`src/rtl/mem_port_arbiter_if.sv`:
```
// mem_port_arbiter_if: pipeline-side and RAM-side signals of the shared memory port arbiter
// Fetch:  if_req/if_addr in, if_rdata/if_valid/if_stall out
// Data:   mem_req/mem_w_en/mem_addr/mem_wdata in, mem_rdata/mem_valid/mem_stall out
// Branch: flush in (kills an in-flight fetch result)
// RAM:    ram_addr/ram_wdata/ram_w_en out, ram_rdata in
// Status: busy out
// slave is the arbiter side, master is the pipeline/RAM side.
interface mem_port_arbiter_if #(
  parameter int ADDR_W = 11
);
  logic              if_req;
  logic [ADDR_W-1:0] if_addr;
  logic [31:0]       if_rdata;
  logic              if_valid;
  logic              if_stall;
  logic              mem_req;
  logic              mem_w_en;
  logic [ADDR_W-1:0] mem_addr;
  logic [31:0]       mem_wdata;
  logic [31:0]       mem_rdata;
  logic              mem_valid;
  logic              mem_stall;
  logic              flush;
  logic [ADDR_W-1:0] ram_addr;
  logic [31:0]       ram_wdata;
  logic              ram_w_en;
  logic [31:0]       ram_rdata;
  logic              busy;
  modport slave (
    input  if_req, if_addr, mem_req, mem_w_en, mem_addr, mem_wdata, flush, ram_rdata,
    output if_rdata, if_valid, if_stall, mem_rdata, mem_valid, mem_stall,
           ram_addr, ram_wdata, ram_w_en, busy
  );
  modport master (
    output if_req, if_addr, mem_req, mem_w_en, mem_addr, mem_wdata, flush, ram_rdata,
    input  if_rdata, if_valid, if_stall, mem_rdata, mem_valid, mem_stall,
           ram_addr, ram_wdata, ram_w_en, busy
  );
endinterface

```
`src/rtl/mem_port_arbiter.sv`:
```
// mem_port_arbiter: serialises fetch and data accesses onto one single-port RAM
// Ports: clk, rst (sync, active-high), bus (mem_port_arbiter_if.slave) carrying the
// fetch request/response, data request/response, flush, RAM port and busy.
// Data has fixed priority, except that after MAX_DGRANT back-to-back data grants
// with a fetch waiting the fetch is served next.
module mem_port_arbiter #(
  parameter int ADDR_W     = 11,
  parameter int MEM_LAT    = 1,
  parameter int MAX_DGRANT = 3
) (
  input logic               clk,
  input logic               rst,
  mem_port_arbiter_if.slave bus
);
  localparam int DW = $clog2(MAX_DGRANT + 1);
  typedef enum logic [1:0] {IDLE, ISSUE, WAIT, CAPT} state_t;
  state_t            state, state_n;
  logic [DW-1:0]     dcount;
  logic [2:0]        wcnt;
  logic [ADDR_W-1:0] addr_q;
  logic [31:0]       wdata_q, if_rdata, mem_rdata;
  logic              we_q, own_d, kill, if_valid, mem_valid;
  logic              grant_d, grant_f, killed;
  always_comb begin
    grant_d = bus.mem_req & (~bus.if_req | (dcount < DW'(MAX_DGRANT)));
    grant_f = ~grant_d & bus.if_req;
    // a flush seen in the capture cycle itself must also suppress the result
    killed  = kill | bus.flush;
    state_n = state;
    unique case (state)
      IDLE:  if (grant_d | grant_f) state_n = ISSUE;
      ISSUE: state_n = we_q ? IDLE : (MEM_LAT == 1 ? CAPT : WAIT);
      WAIT:  if (wcnt <= 3'd1) state_n = CAPT;
      CAPT:  state_n = IDLE;
    endcase
  end
  always_ff @(posedge clk) begin
    if (rst) state <= IDLE;
    else     state <= state_n;
  end
  always_ff @(posedge clk) begin
    if (rst) begin
      dcount    <= '0;
      wcnt      <= '0;
      addr_q    <= '0;
      wdata_q   <= '0;
      we_q      <= 1'b0;
      own_d     <= 1'b0;
      kill      <= 1'b0;
      if_valid  <= 1'b0;
      mem_valid <= 1'b0;
      if_rdata  <= '0;
      mem_rdata <= '0;
    end else begin
      if (state == IDLE && (grant_d || grant_f)) begin
        addr_q <= grant_d ? bus.mem_addr : bus.if_addr;
        we_q   <= grant_d & bus.mem_w_en;
        own_d  <= grant_d;
        if (grant_d) wdata_q <= bus.mem_wdata;
        // only data grants that bypass a waiting fetch count towards starvation
        dcount <= (grant_d & bus.if_req)
                  ? (dcount == DW'(MAX_DGRANT) ? dcount : dcount + 1'b1) : '0;
      end
      wcnt      <= state == ISSUE ? 3'(MEM_LAT - 1) : (state == WAIT ? wcnt - 3'd1 : wcnt);
      kill      <= (state == ISSUE || state == WAIT) & ~own_d & killed;
      mem_valid <= (state == ISSUE & we_q) | (state == CAPT & own_d);
      if_valid  <= state == CAPT & ~own_d & ~killed;
      if (state == CAPT && own_d) mem_rdata <= bus.ram_rdata;
      if (state == CAPT && !own_d && !killed) if_rdata <= bus.ram_rdata;
    end
  end
  assign bus.if_rdata  = if_rdata;
  assign bus.if_valid  = if_valid;
  assign bus.if_stall  = bus.if_req & ~if_valid;
  assign bus.mem_rdata = mem_rdata;
  assign bus.mem_valid = mem_valid;
  assign bus.mem_stall = bus.mem_req & ~mem_valid;
  assign bus.ram_addr  = addr_q;
  assign bus.ram_wdata = wdata_q;
  assign bus.ram_w_en  = state == ISSUE & we_q;
  assign bus.busy      = state != IDLE;
endmodule

```
`src/flat_wrapper.sv`:
```
// flat-port wrapper written by rule: the top's interface ports become plain ports
module mem_port_arbiter_flat 
#(
  parameter int ADDR_W     = 11,
  parameter int MEM_LAT    = 1,
  parameter int MAX_DGRANT = 3
)
  (clk, rst, bus_if_req, bus_if_addr, bus_mem_req, bus_mem_w_en, bus_mem_addr, bus_mem_wdata, bus_flush, bus_ram_rdata, bus_if_rdata, bus_if_valid, bus_if_stall, bus_mem_rdata, bus_mem_valid, bus_mem_stall, bus_ram_addr, bus_ram_wdata, bus_ram_w_en, bus_busy);
  mem_port_arbiter_if #(.ADDR_W(ADDR_W)) bus_i ();
  input logic clk;
  input logic rst;
  input wire logic [$bits(bus_i.if_req)-1:0] bus_if_req;
  input wire logic [$bits(bus_i.if_addr)-1:0] bus_if_addr;
  input wire logic [$bits(bus_i.mem_req)-1:0] bus_mem_req;
  input wire logic [$bits(bus_i.mem_w_en)-1:0] bus_mem_w_en;
  input wire logic [$bits(bus_i.mem_addr)-1:0] bus_mem_addr;
  input wire logic [$bits(bus_i.mem_wdata)-1:0] bus_mem_wdata;
  input wire logic [$bits(bus_i.flush)-1:0] bus_flush;
  input wire logic [$bits(bus_i.ram_rdata)-1:0] bus_ram_rdata;
  output wire logic [$bits(bus_i.if_rdata)-1:0] bus_if_rdata;
  output wire logic [$bits(bus_i.if_valid)-1:0] bus_if_valid;
  output wire logic [$bits(bus_i.if_stall)-1:0] bus_if_stall;
  output wire logic [$bits(bus_i.mem_rdata)-1:0] bus_mem_rdata;
  output wire logic [$bits(bus_i.mem_valid)-1:0] bus_mem_valid;
  output wire logic [$bits(bus_i.mem_stall)-1:0] bus_mem_stall;
  output wire logic [$bits(bus_i.ram_addr)-1:0] bus_ram_addr;
  output wire logic [$bits(bus_i.ram_wdata)-1:0] bus_ram_wdata;
  output wire logic [$bits(bus_i.ram_w_en)-1:0] bus_ram_w_en;
  output wire logic [$bits(bus_i.busy)-1:0] bus_busy;
  assign bus_i.if_req = bus_if_req;
  assign bus_i.if_addr = bus_if_addr;
  assign bus_i.mem_req = bus_mem_req;
  assign bus_i.mem_w_en = bus_mem_w_en;
  assign bus_i.mem_addr = bus_mem_addr;
  assign bus_i.mem_wdata = bus_mem_wdata;
  assign bus_i.flush = bus_flush;
  assign bus_i.ram_rdata = bus_ram_rdata;
  assign bus_if_rdata = bus_i.if_rdata;
  assign bus_if_valid = bus_i.if_valid;
  assign bus_if_stall = bus_i.if_stall;
  assign bus_mem_rdata = bus_i.mem_rdata;
  assign bus_mem_valid = bus_i.mem_valid;
  assign bus_mem_stall = bus_i.mem_stall;
  assign bus_ram_addr = bus_i.ram_addr;
  assign bus_ram_wdata = bus_i.ram_wdata;
  assign bus_ram_w_en = bus_i.ram_w_en;
  assign bus_busy = bus_i.busy;
  mem_port_arbiter #(.ADDR_W(ADDR_W), .MEM_LAT(MEM_LAT), .MAX_DGRANT(MAX_DGRANT)) u_core (.clk(clk), .rst(rst), .bus(bus_i));
endmodule
```
`config.mk`:
```
export PLATFORM = sky130hd
export DESIGN_NAME = mem_port_arbiter_flat
export DESIGN_NICKNAME = d
export VERILOG_FILES = /design/src/rtl/mem_port_arbiter_if.sv /design/src/rtl/mem_port_arbiter.sv /design/src/flat_wrapper.sv
export SDC_FILE = /design/constraint.sdc
export NUM_CORES = 1
export LEC_CHECK = 0
export BUFFER_PORTS_ARGS = -buffer_cell sky130_fd_sc_hd__buf_2
export CAP_MARGIN = 40
export CORE_MARGIN = 2
export CORE_UTILIZATION = 47
export DETAILED_ROUTE_END_ITERATION = 16
export GPL_ROUTABILITY_DRIVEN = 1
export GPL_TIMING_DRIVEN = 0
export PLACE_DENSITY = 0.8
export SYNTH_ARGS = -nofsm -noshare
export SYNTH_HDL_FRONTEND = slang
export SYNTH_SLANG_ARGS = --single-unit
```
`constraint.sdc`:
```
create_clock -name clk -period 2.15 [get_ports clk]
set_clock_uncertainty 0.2 [all_clocks]
set_input_delay 0.3225 -clock clk [delete_from_list [all_inputs] [get_ports clk]]
set_output_delay 0.3225 -clock clk [all_outputs]
set_load 0.02 [all_outputs]
```
* Word level (Yosys, flattened, before mapping)
Cells that the tools add are included.
** Operators by class
- Add/sub/neg operators :: 2
- Order comparisons :: 2
- Eq/ne operators :: 7
- Mux-type cells :: 7
- Bitwise operators :: 22
- Reduce and logical (&&, ||, !) cells :: 14
** Operator list (count)
- $and 1x1->1 :: 12
- $mux 11 :: 1
- $mux 2 :: 5
- $pmux 2 s4 :: 1
- $eq 2x2->1 const B :: 3
- $not 1->1 :: 6
- $reduce_and 2->1 :: 3
- $logic_and 1x1->1 :: 4
- $ne 2x1->1 const B :: 2
- $or 1x1->1 :: 4
- $le 3x1->1 const B :: 1
- $sub 3x1->3 const B :: 1
- $add 2x1->2 const B :: 1
- $eq 2x1->1 const B :: 1
- $logic_not 1->1 :: 2
- $logic_not 2->1 :: 1
- $logic_or 1x1->1 :: 2
- $lt 2x2->1 const B :: 1
- $ne 2x2->1 const B :: 1
- $reduce_bool 2->1 :: 1
- $reduce_or 2->1 :: 1
** Word-level totals
- Register bits after elaboration :: 119
- Word-level logic and storage cells :: 66

* Depth between registers and ports, before layout
Gate-level depths: netlist of the first run.
- Depth after elaboration :: 8
- Depth in mapped cells :: 6
- Mapped depth without buffers :: 5

* Worst setup path after synthesis of the first run
Ideal clock, no wire load.
- Path type :: flip-flop to flip-flop
- Start :: register u_core.state[0]
- End :: register u_core.wdata_q[12] (netlist: u_core.bus.ram_wdata[12])
- Setup time :: 70 ps
- Arrival :: 1447 ps
- Data required time :: 1880 ps
- Setup slack :: 433 ps
- Stages on the path, launching flop included :: 7
- Clock period less this slack :: 1717 ps
- Cell sequence :: dfxtp_1 inv_1 ha_1 inv_1 clkbuf_1 o21ai_0 a21oi_1
** Between the ends
- Word-level cells in the longest chain between the ends :: 3
** Ends and longest elaborated chain
- from (decl) :: RTL line mem_port_arbiter.sv:17 : state_t state, state_n;
- from (signal assigned) :: RTL line mem_port_arbiter.sv:39 : else state <= state_n;
- $logic_not 2->1 :: RTL line mem_port_arbiter.sv:55 : if (state == IDLE && (grant_d || grant_f)) begin
- $logic_and 1x1->1 :: RTL line mem_port_arbiter.sv:55
- $reduce_and 2->1 (no line)
- to (signal assigned) :: RTL line mem_port_arbiter.sv:59 : if (grant_d) wdata_q <= bus.mem_wdata;
- to (decl) :: RTL line mem_port_arbiter.sv:21 : logic [31:0] wdata_q, if_rdata, mem_rdata;
Every way passes these cells.
A chain may end at the register's enable or synchronous reset.

* Worst setup path after layout of the first run
- Start :: register u_core.state[0]
- End :: output bus_busy
** Between the ends
- Word-level cells in the longest chain between the ends :: 1
** Ends and longest elaborated chain
- $reduce_bool 2->1 :: RTL line mem_port_arbiter.sv:81 : assign bus.busy = state != IDLE;
- to (decl) :: RTL line flat_wrapper.sv:29 : output wire logic [$bits(bus_i.busy)-1:0] bus_busy;
Every way passes these cells.

==> results of run 1 <==
[cell families (layout without fill, tap and decap cells)]
kind of cell / Yosys count / in the layout / share of synthesized area, %
buf+inv: 51 / 376 / 5.10
mux: 2 / 2 / 0.446
flops: 119 / 119 / 53.1
xor+xnor: 2 / 2 / 0.391
compound gates: 164 / 164 / 19.3
fa+ha+maj: 8 / 8 / 2.23
simple gates: 208 / 208 / 19.4
[placed cells by master (no fill, tap or decap), types with 6 or more instances in the layout]
cell type | synthesis | routed
clkbuf_16 | 0 | 16
nand2_1 | 156 | 156
a21oi_1 | 98 | 98
nand3_1 | 32 | 32
dlygate4sd3_1 | 0 | 90
dfxtp_1 | 119 | 117
nor2_1 | 6 | 6
clkbuf_1 | 28 | 23
ha_1 | 8 | 7
o21ai_0 | 45 | 45
buf_2 | 12 | 214
a31oi_1 | 11 | 11
[routing by layer]
| metal | wire (um) | GRT usage, % | part of all wire, % |
|---|---|---|---|
| met1 | 6160 | 32.9 | 36 |
| met4 | 940 | 20.4 | 5.5 |
| met5 | 0 | 0 | 0 |
| met2 | 8610 | 57.6 | 50 |
| met3 | 1430 | 9.52 | 8.4 |
[through the flow]
step | area [sq um] | utilization [%] | cells | total power, mW
final | 7220 | 78.1 | 1008 | 6.61
after global routing | 7220 | 78.1 | 1008 | 6.81
after CTS | 7210 | 78.0 | 1008 | 6.52
after detailed placement | 5660 | 61.3 | 886 | 3.42
after global placement | 5660 | 61.3 | 886 | 3.39
after floorplan | 4490 | - | 554 | 3.05
[critical path, stage by stage, from the launching register on]
cell      delay, ps
dfxtp_4         360
inv_1           110
ha_2            270
inv_4            70
clkbuf_8        170
buf_4           160
[layout make-up]
| cell class | count | area [sq um] |
|---|---|---|
| multi-input cells | 384 | 1880 |
| clock buffers | 18 | 428 |
| repair buffers | 293 | 1920 |
| well taps | 129 | 161 |
| clock inverters | 14 | 198 |
| plain buffers | 45 | 223 |
| flip-flops and latches | 119 | 2390 |
| inverters | 6 | 25.0 |
| fillers | 596 | 2020 |
[final timing paths]
path | slack (ps) | startpoint | cells past startpoint | to
worst max register to register | 110 | u_core.dcount[0] | 6 | u_core.bus.ram_wdata[31]
worst min-delay path | 170 | bus_mem_req | 4 | u_core.dcount[0]
worst max-delay path | -20 | u_core.state[0] | 5 | bus_busy
worst min register to register | 250 | u_core.bus.mem_rdata[6] | 2 | u_core.bus.mem_rdata[6]
[state kept, by name, summed over array words and instances (netlist names)]
register	count
u_core.bus.if_valid	1
u_core.bus.mem_valid	1
u_core.kill	1
u_core.we_q	1
u_core.wcnt	3
u_core.state	2
u_core.bus.mem_rdata	32
u_core.dcount	2
u_core.bus.ram_addr	11
u_core.own_d	1
u_core.bus.if_rdata	32
u_core.bus.ram_wdata	32
[where the power goes]
part           switching (mW)  total, mW  internal [mW]
sequential             0.0976       2.45           2.35
combinational           0.740       1.19          0.454
clock                    1.04       2.96           1.92
total                    1.88       6.61           4.73
[timing repair]
| item | CTS | global route |
|---|---|---|
| setup endpoints to repair | 3 | 33 |
| endpoints found under the hold margin | 112 | 0 |
| hold buffers | 90 | 0 |
| resized for setup | 9 | 10 |
==> summary.md, run 1 <==
| Metric | Value |
|---|---|
| CTS Sinks | 119 |
| Peak supply drop | 0.655 mV |
| PwrDens | 915 nW/um^2 |
| Max FO, Critical Path | 10 |
| Most common cell in the netlist | nand2_1 |
| Synth top area share | 53.1% |
| Critical path data required time | 1630 ps |
| Yosys cell types | 34 |
| Worst-Margin Slew | 599 ps |
| Htree depth | 4 |
| Site Rows | 35 |
| Final setup violation count | 1 |
| Outcome | finished with violations |
| DR vias/cell | 5.52 |
| Worst Setup Slack, final | -21.1 ps |
| Routed Antenna Nets | 0 |
| First-pass GRT wire length | 26100 um |
| Final slew viol count | 0 |
| Post-synth net total | 654 |
| Share of layout cells above drive strength 1 | 29.8% |
| Async S/R FF share, synth | 0% |
| Startpoint Class | flip-flop |
| Synth area leader | dfxtp_1 |
| Core Box Area | 9240 sq um |
| Vias in the first global route | 5605 |
| Leakage | 3.21 nW |
| Synthesized flop and latch total | 119 |
| Final Hold Violating Endpoints | 0 |
| Worst Setup Slack post-DPL | 17.1 ps |
| Gr usage total | 32.4% |
| Min-Delay Path Class | in -> reg |
| DRC Markers | 0 |
| Critical path class | reg -> out |
| Final period utilization | 101% |
| Number of diodes | 0 |
| Crit. End Element | output pin |
| Iteration-0 DRC Markers | 372 |
| Fmax | 461 MHz |
| Root buffer cell | clkbuf_8 |
| Clock Path Buffers | 2 |
| Initial antenna violation count | 0 |
| Seq/Total Area, Yosys | 53.1% |
| Mean post-synth cell area | 8.10 sq um |
| Largest cells by area after synthesis | dfxtp_1 53%, nand2_1 13%, a21oi_1 11% |
| CP Data Arrival Time | 1650 ps |
| Die width | 102 um |
| Total of warnings raised by yosys | 0 |
| Post-CTS Setup Bufs | 0 |
| Layout area overhead | 60.9% |
| Die area | 10300 sq um |
| Clock latency on the worst-skew pair | 500 ps |
| GP Congestion | 0.778 |
| Clk pin slew, worst setup/hold paths | 60 ps |
| Cells after synthesis | 554 |
| Slew HR | 60.0% |
| Hold slack final | 165 ps |
| CTS tree | built |
| Ys flop type | dfxtp_1 |
| Final nets | 966 |
| 1st-pass router iterations | 8 |
| Setup_tns | -21.1 ps |
| Final worst path period need | 2170 ps |
| Total CTS buffers | 17 |
| Total wire length | 17100 um |
| Largest net degree at the start of global routing | 17 |
| Num ports | 205 |
| RSZ-0062 raised after global routing | yes |
| Post-Synthesis Cell Area | 4490 sq um |
| Leading cell types by count after synthesis | 156 x nand2_1, 119 x dfxtp_1, 98 x a21oi_1 |
| Wirelength per Cell | 17.0 um |
| Overall via count from detail_route | 5564 |
| Starting density of the core | 48.5% |
| Die height | 102 um |
| Hpwl dp | 9740 um |
| Port buffer count | 203 |
| Max cap viols | 0 |
| Total gr overflow | 0 |
| Failing checks | setup timing |
| Number of flops mapped to enable cells by yosys | 0 |
Power figures use the tool's default switching activity.
==> run 2: changes to the inputs <==
--- a/config.mk
+++ b/config.mk
@@ -7,12 +7,15 @@
 export LEC_CHECK = 0
 export BUFFER_PORTS_ARGS = -buffer_cell sky130_fd_sc_hd__buf_2
 export CAP_MARGIN = 40
+export CELL_PAD_IN_SITES_DETAIL_PLACEMENT = 1
+export CELL_PAD_IN_SITES_GLOBAL_PLACEMENT = 2
+export CORE_ASPECT_RATIO = 1.25
 export CORE_MARGIN = 2
-export CORE_UTILIZATION = 47
+export CORE_UTILIZATION = 25
 export DETAILED_ROUTE_END_ITERATION = 16
 export GPL_ROUTABILITY_DRIVEN = 1
 export GPL_TIMING_DRIVEN = 0
-export PLACE_DENSITY = 0.8
+export PLACE_DENSITY_LB_ADDON = 0.1
 export SYNTH_ARGS = -nofsm -noshare
 export SYNTH_HDL_FRONTEND = slang
 export SYNTH_SLANG_ARGS = --single-unit
==> summary.md, run 2 (same netlist as run 1, synthesis figures left out) <==
| Metric | Value |
|---|---|
| Outcome | finished clean |
| Fillers | 2127 |
| Starting density of the core | 25.6% |
| RSZ-0062 raised after global routing | no |
| Clock latency on the worst-skew pair | 410 ps |
| Design area | 7200 sq um |
| Total CTS buffers | 17 |
| Critical path data required time | 1630 ps |
| Worst R2R Start | u_core.dcount[0] |
| Core Box Area | 17500 sq um |
| Commonest non-fill, non-tap cell in the layout | buf_2 |
| Overall via count from detail_route | 5045 |
| End point of the critical path | bus_busy |
| Post-CTS Setup Bufs | 0 |
| Startpoint Class | flip-flop |
| Critical path class | reg -> out |
| Final slew viol count | 0 |
| Slew HR | 58.2% |
| Worst setup startpoint | u_core.state[0] |
| Initial antenna violation count | 0 |
| GP Congestion | 0.743 |
| Iteration-0 DRC Markers | 130 |
| CTS Sinks | 119 |
| Die width | 124 um |
| Min-Delay Path Class | in -> reg |
| Final Hold Violating Endpoints | 0 |
| Post-Place Cells | 981 |
| Fmax | 488 MHz |
| Final Non-Filler Cells | 1097 |
| Leading cell types in the layout, fill and taps excluded | 215 x buf_2, 156 x nand2_1, 117 x dfxtp_1 |
| Max FO, Critical Path | 10 |
| Layout area overhead | 60.5% |
| Vias in the first global route | 5439 |
| Worst-Margin Slew | 628 ps |
| Clk pin slew, worst setup/hold paths | 50 ps |
| Die height | 154 um |
| Site Rows | 54 |
| CP Data Arrival Time | 1530 ps |
| Setup_tns | 0 ps |
| Hpwl dp | 12200 um |
| CTS tree | built |
| Largest net degree at the start of global routing | 17 |
| Port buffer count | 203 |
| Worst R2R Path Depth | 6 |
| Routed Antenna Nets | 0 |
| Clock Path Buffers | 2 |
| Max cap viols | 0 |
| Root buffer cell | clkbuf_16 |
| Number of diodes | 0 |
| Final setup violation count | 0 |
| Peak supply drop | 0.460 mV |
| Reg2Reg Setup Slack | 270 ps |
| DRC Markers | 0 |
| Hold slack final | 28.2 ps |
| DR vias/cell | 4.60 |
| Wirelength per Cell | 15.6 um |
| DP Area | 5780 sq um |
| Total wire length | 17200 um |
| 1st-pass router iterations | 4 |
| Final worst path period need | 2050 ps |
| Crit. End Element | output pin |
| Num ports | 205 |
| Final nets | 961 |
| Die area | 19000 sq um |
| Final period utilization | 95.2% |
| Htree depth | 4 |
| R2r endpoint | u_core.bus.ram_wdata[31] |
| First-pass GRT wire length | 27200 um |
| Share of layout cells above drive strength 1 | 29.3% |
| Gr usage total | 18.3% |
| Leakage | 3.15 nW |
| Total gr overflow | 0 |
| PwrDens | 862 nW/um^2 |
run 2: worst min-delay path by stage:
| stage | start | endpoint | slack (ps) | cells after the start |
|---|---|---|---|---|
| 2_1_floorplan | u_core.dcount[1] | u_core.dcount[1] | 240 | 2 |
| 3_3_place_gp | u_core.bus.if_rdata[15] | u_core.bus.if_rdata[15] | 240 | 2 |
| 3_5_place_dp | u_core.bus.mem_rdata[16] | u_core.bus.mem_rdata[16] | 250 | 2 |
| 4_1_cts | bus_mem_w_en | u_core.we_q | 6 | 3 |
| 5_1_grt | bus_mem_wdata[31] | u_core.bus.ram_wdata[31] | 30 | 3 |
| 6_report | bus_mem_w_en | u_core.we_q | 30 | 3 |
run 2: where the power goes:
part | switching (mW) | internal (mW)
Clock | 1.00 | 1.63
Sequential | 0.0852 | 2.35
Combinational | 0.693 | 0.445
run 2: area by class of cell:
cell class	instances	area, sq um	share of cell area, %
buffer	45	220	3.06
clock buffer	22	464	6.45
clock inverter	9	77.6	1.08
inverter	6	25.0	0.348
multi-input combinational	384	1880	26.1
sequential	119	2390	33.2
tap	224	280	3.89
timing repair buffer	288	1870	25.9
run 2: repair_timing:
action	CTS	global route
endpoints found under the hold margin	106	0
resized for setup	9	4
gates cloned	0	0
hold buffers	85	0
endpoints found under the setup margin	21	7
run 2: critical path: stages (launching register included):
cell and delay [ps]:
dfxtp_4 360, inv_1 100, ha_2 260, inv_4 70
clkbuf_8 160, buf_2 160
run 2: metal layers:
layer | up-vias | track usage [%] | share of wire, % | wire length (um)
met2 | 140 | 33.9 | 52 | 8970
met4 | 0 | 5.90 | 1.4 | 241
met3 | 16 | 4.53 | 5.6 | 956
met1 | 2406 | 20.1 | 41 | 6980
li1 | 2483 | - | - | -
met5 | - | 0 | 0 | 0
run 2: per-stage QoR:
stage	setup WS [ps]	power [mW]	utilization, %
floorplan	433	3.05	-
global placement	-122	3.45	33.0
detailed placement	-123	3.48	33.0
CTS	4.25	6.30	41.1
global route	14.6	6.52	41.1
finish	102	6.21	41.1
==> run 3: changes to the inputs <==
==> constraint.sdc (replaced) <==
create_clock -name clk -period 2.15 [get_ports clk]
set_clock_uncertainty 0.2 [all_clocks]
set_input_delay 0.3225 -clock clk [delete_from_list [all_inputs] [get_ports clk]]
set_output_delay 0.3225 -clock clk [all_outputs]
set_load 0.01 [all_outputs]
==> summary.md, run 3 (same netlist as run 1, synthesis figures left out) <==
| Metric | Value |
|---|---|
| Total power | 6.11 mW |
| Max cap viols | 0 |
| Clock Path Buffers | 2 |
| Htree depth | 4 |
| 1st-pass router iterations | 4 |
| Root buffer cell | clkbuf_16 |
| Cell depth of the worst setup path | 5 |
| Clk pin slew, worst setup/hold paths | 50 ps |
| Initial antenna violation count | 0 |
| Site Rows | 54 |
| Fillers | 2128 |
| Hpwl dp | 12200 um |
| Cells along the critical path | inv_1 > ha_2 > inv_4 > clkbuf_8 > buf_2 |
| Crit. End Element | output pin |
| Total CTS buffers | 17 |
| Leading cell types in the layout, fill and taps excluded | 215 x buf_2, 156 x nand2_1, 117 x dfxtp_1 |
| Max stage delay on crit path | 370 ps |
| Critical path data required time | 1630 ps |
| Leakage | 3.15 nW |
| Final setup violation count | 0 |
| CTS tree | built |
| Total wire length | 17200 um |
| Slew HR | 58.2% |
| Fmax | 494 MHz |
| Outcome | finished clean |
| CP bufs+invs | 4 |
| Layout area overhead | 60.4% |
| DR vias/cell | 4.60 |
| CP Data Arrival Time | 1500 ps |
| Cells on Worst Hold Path | 3 |
| DRC Markers | 0 |
| Total gr overflow | 0 |
| Max FO, Critical Path | 10 |
| Final Hold Violating Endpoints | 0 |
| Worst Setup Slack, final | 124 ps |
| Final core occ | 41.1% |
| Starting density of the core | 25.6% |
| Worst Setup Slack post-DPL | -123 ps |
| Worst-Margin Slew | 627 ps |
| Min-Delay Path Class | in -> reg |
| Slowest-stage cell, CP | dfxtp_2 |
| Critical path class | reg -> out |
| GP Congestion | 0.743 |
| DP Area | 5780 sq um |
| Design area | 7200 sq um |
| Startpoint Class | flip-flop |
| Die width | 124 um |
| Core Box Area | 17500 sq um |
| Clock latency on the worst-skew pair | 410 ps |
| Worst R2R Path Depth | 6 |
| Final worst path period need | 2030 ps |
| Num ports | 205 |
| PwrDens | 849 nW/um^2 |
| Largest net degree at the start of global routing | 17 |
| Setup_tns | 0 ps |
| CTS Sinks | 119 |
| Hold slack final | 28.4 ps |
| Die height | 154 um |
| Crit path max-delay family | buffers and inverters |
| Wirelength per Cell | 15.6 um |
| Iteration-0 DRC Markers | 130 |
| Vias in the first global route | 5439 |
| Final nets | 961 |
| Gr usage total | 18.3% |
| Number of diodes | 0 |
| Peak supply drop | 0.460 mV |
| Die area | 19000 sq um |
| Share of layout cells above drive strength 1 | 29.3% |
| Overall via count from detail_route | 5047 |
| RSZ-0062 raised after global routing | no |
| Final Non-Filler Cells | 1097 |
| Post-Place Cells | 981 |
| First-pass GRT wire length | 27200 um |
| Final period utilization | 94.2% |
| Port buffer count | 203 |
| Reg2Reg Setup Slack | 270 ps |
| Routed Antenna Nets | 0 |
| Final slew viol count | 0 |
| Commonest non-fill, non-tap cell in the layout | buf_2 |
[run 3: cell types whose count changed in the layout (fill, tap and decap cells not counted)]
| cell | before | now |
|---|---|---|
| dfxtp_2 | 1 | 2 |
| dfxtp_4 | 1 | 0 |
[run 3: worst paths after layout]
path,start,endpoint
worst max-delay path,u_core.state[0],bus_busy
worst min-delay path,bus_mem_w_en,u_core.we_q
worst max register to register,u_core.dcount[0],u_core.bus.ram_wdata[31]
worst min register to register,u_core.bus.mem_rdata[29],u_core.bus.mem_rdata[29]
[run 3: layout make-up]
type | count | area [sq um] | share of cell area [%]
flip-flops and latches | 119 | 2380 | 33.1
multi-input cells | 384 | 1880 | 26.1
repair buffers | 288 | 1870 | 25.9
clock buffers | 22 | 464 | 6.45
well taps | 224 | 280 | 3.89
plain buffers | 45 | 220 | 3.06
clock inverters | 9 | 77.6 | 1.08
inverters | 6 | 25.0 | 0.348
[run 3: metal layers]
layer  routed length, um  track usage, %  vias up
met5                   0               0        -
met4                 241            5.90        0
met3                 956            4.53       16
met2                8980            33.9      140
met1                6980            20.1     2408
li1                    -               -     2483
[run 3: what timing repair did]
| action | in CTS | in global routing |
|---|---|---|
| hold buffers | 85 | 0 |
| endpoints found under the hold margin | 106 | 0 |
| gates resized for setup | 9 | 3 |
| endpoints found under the setup margin | 21 | 7 |
| setup buffers | 0 | 0 |
[run 3: power breakdown]
part / switching [mW] / leakage, nW / internal (mW) / total, mW
clock: 1.00 / 0.262 / 1.63 / 2.63
sequential: 0.0851 / 0.968 / 2.35 / 2.44
combinational: 0.596 / 1.92 / 0.443 / 1.04
total: 1.68 / 3.15 / 4.43 / 6.11
[run 3: worst reg2reg max path: cells and delay by family (launching register included)]
kind	cells	cell delay, ps
AOI/OAI and AO/OA	2	370
adders and majority gates	1	210
buffers and inverters	2	550
DFF	1	320
and+or+nand+nor	1	160
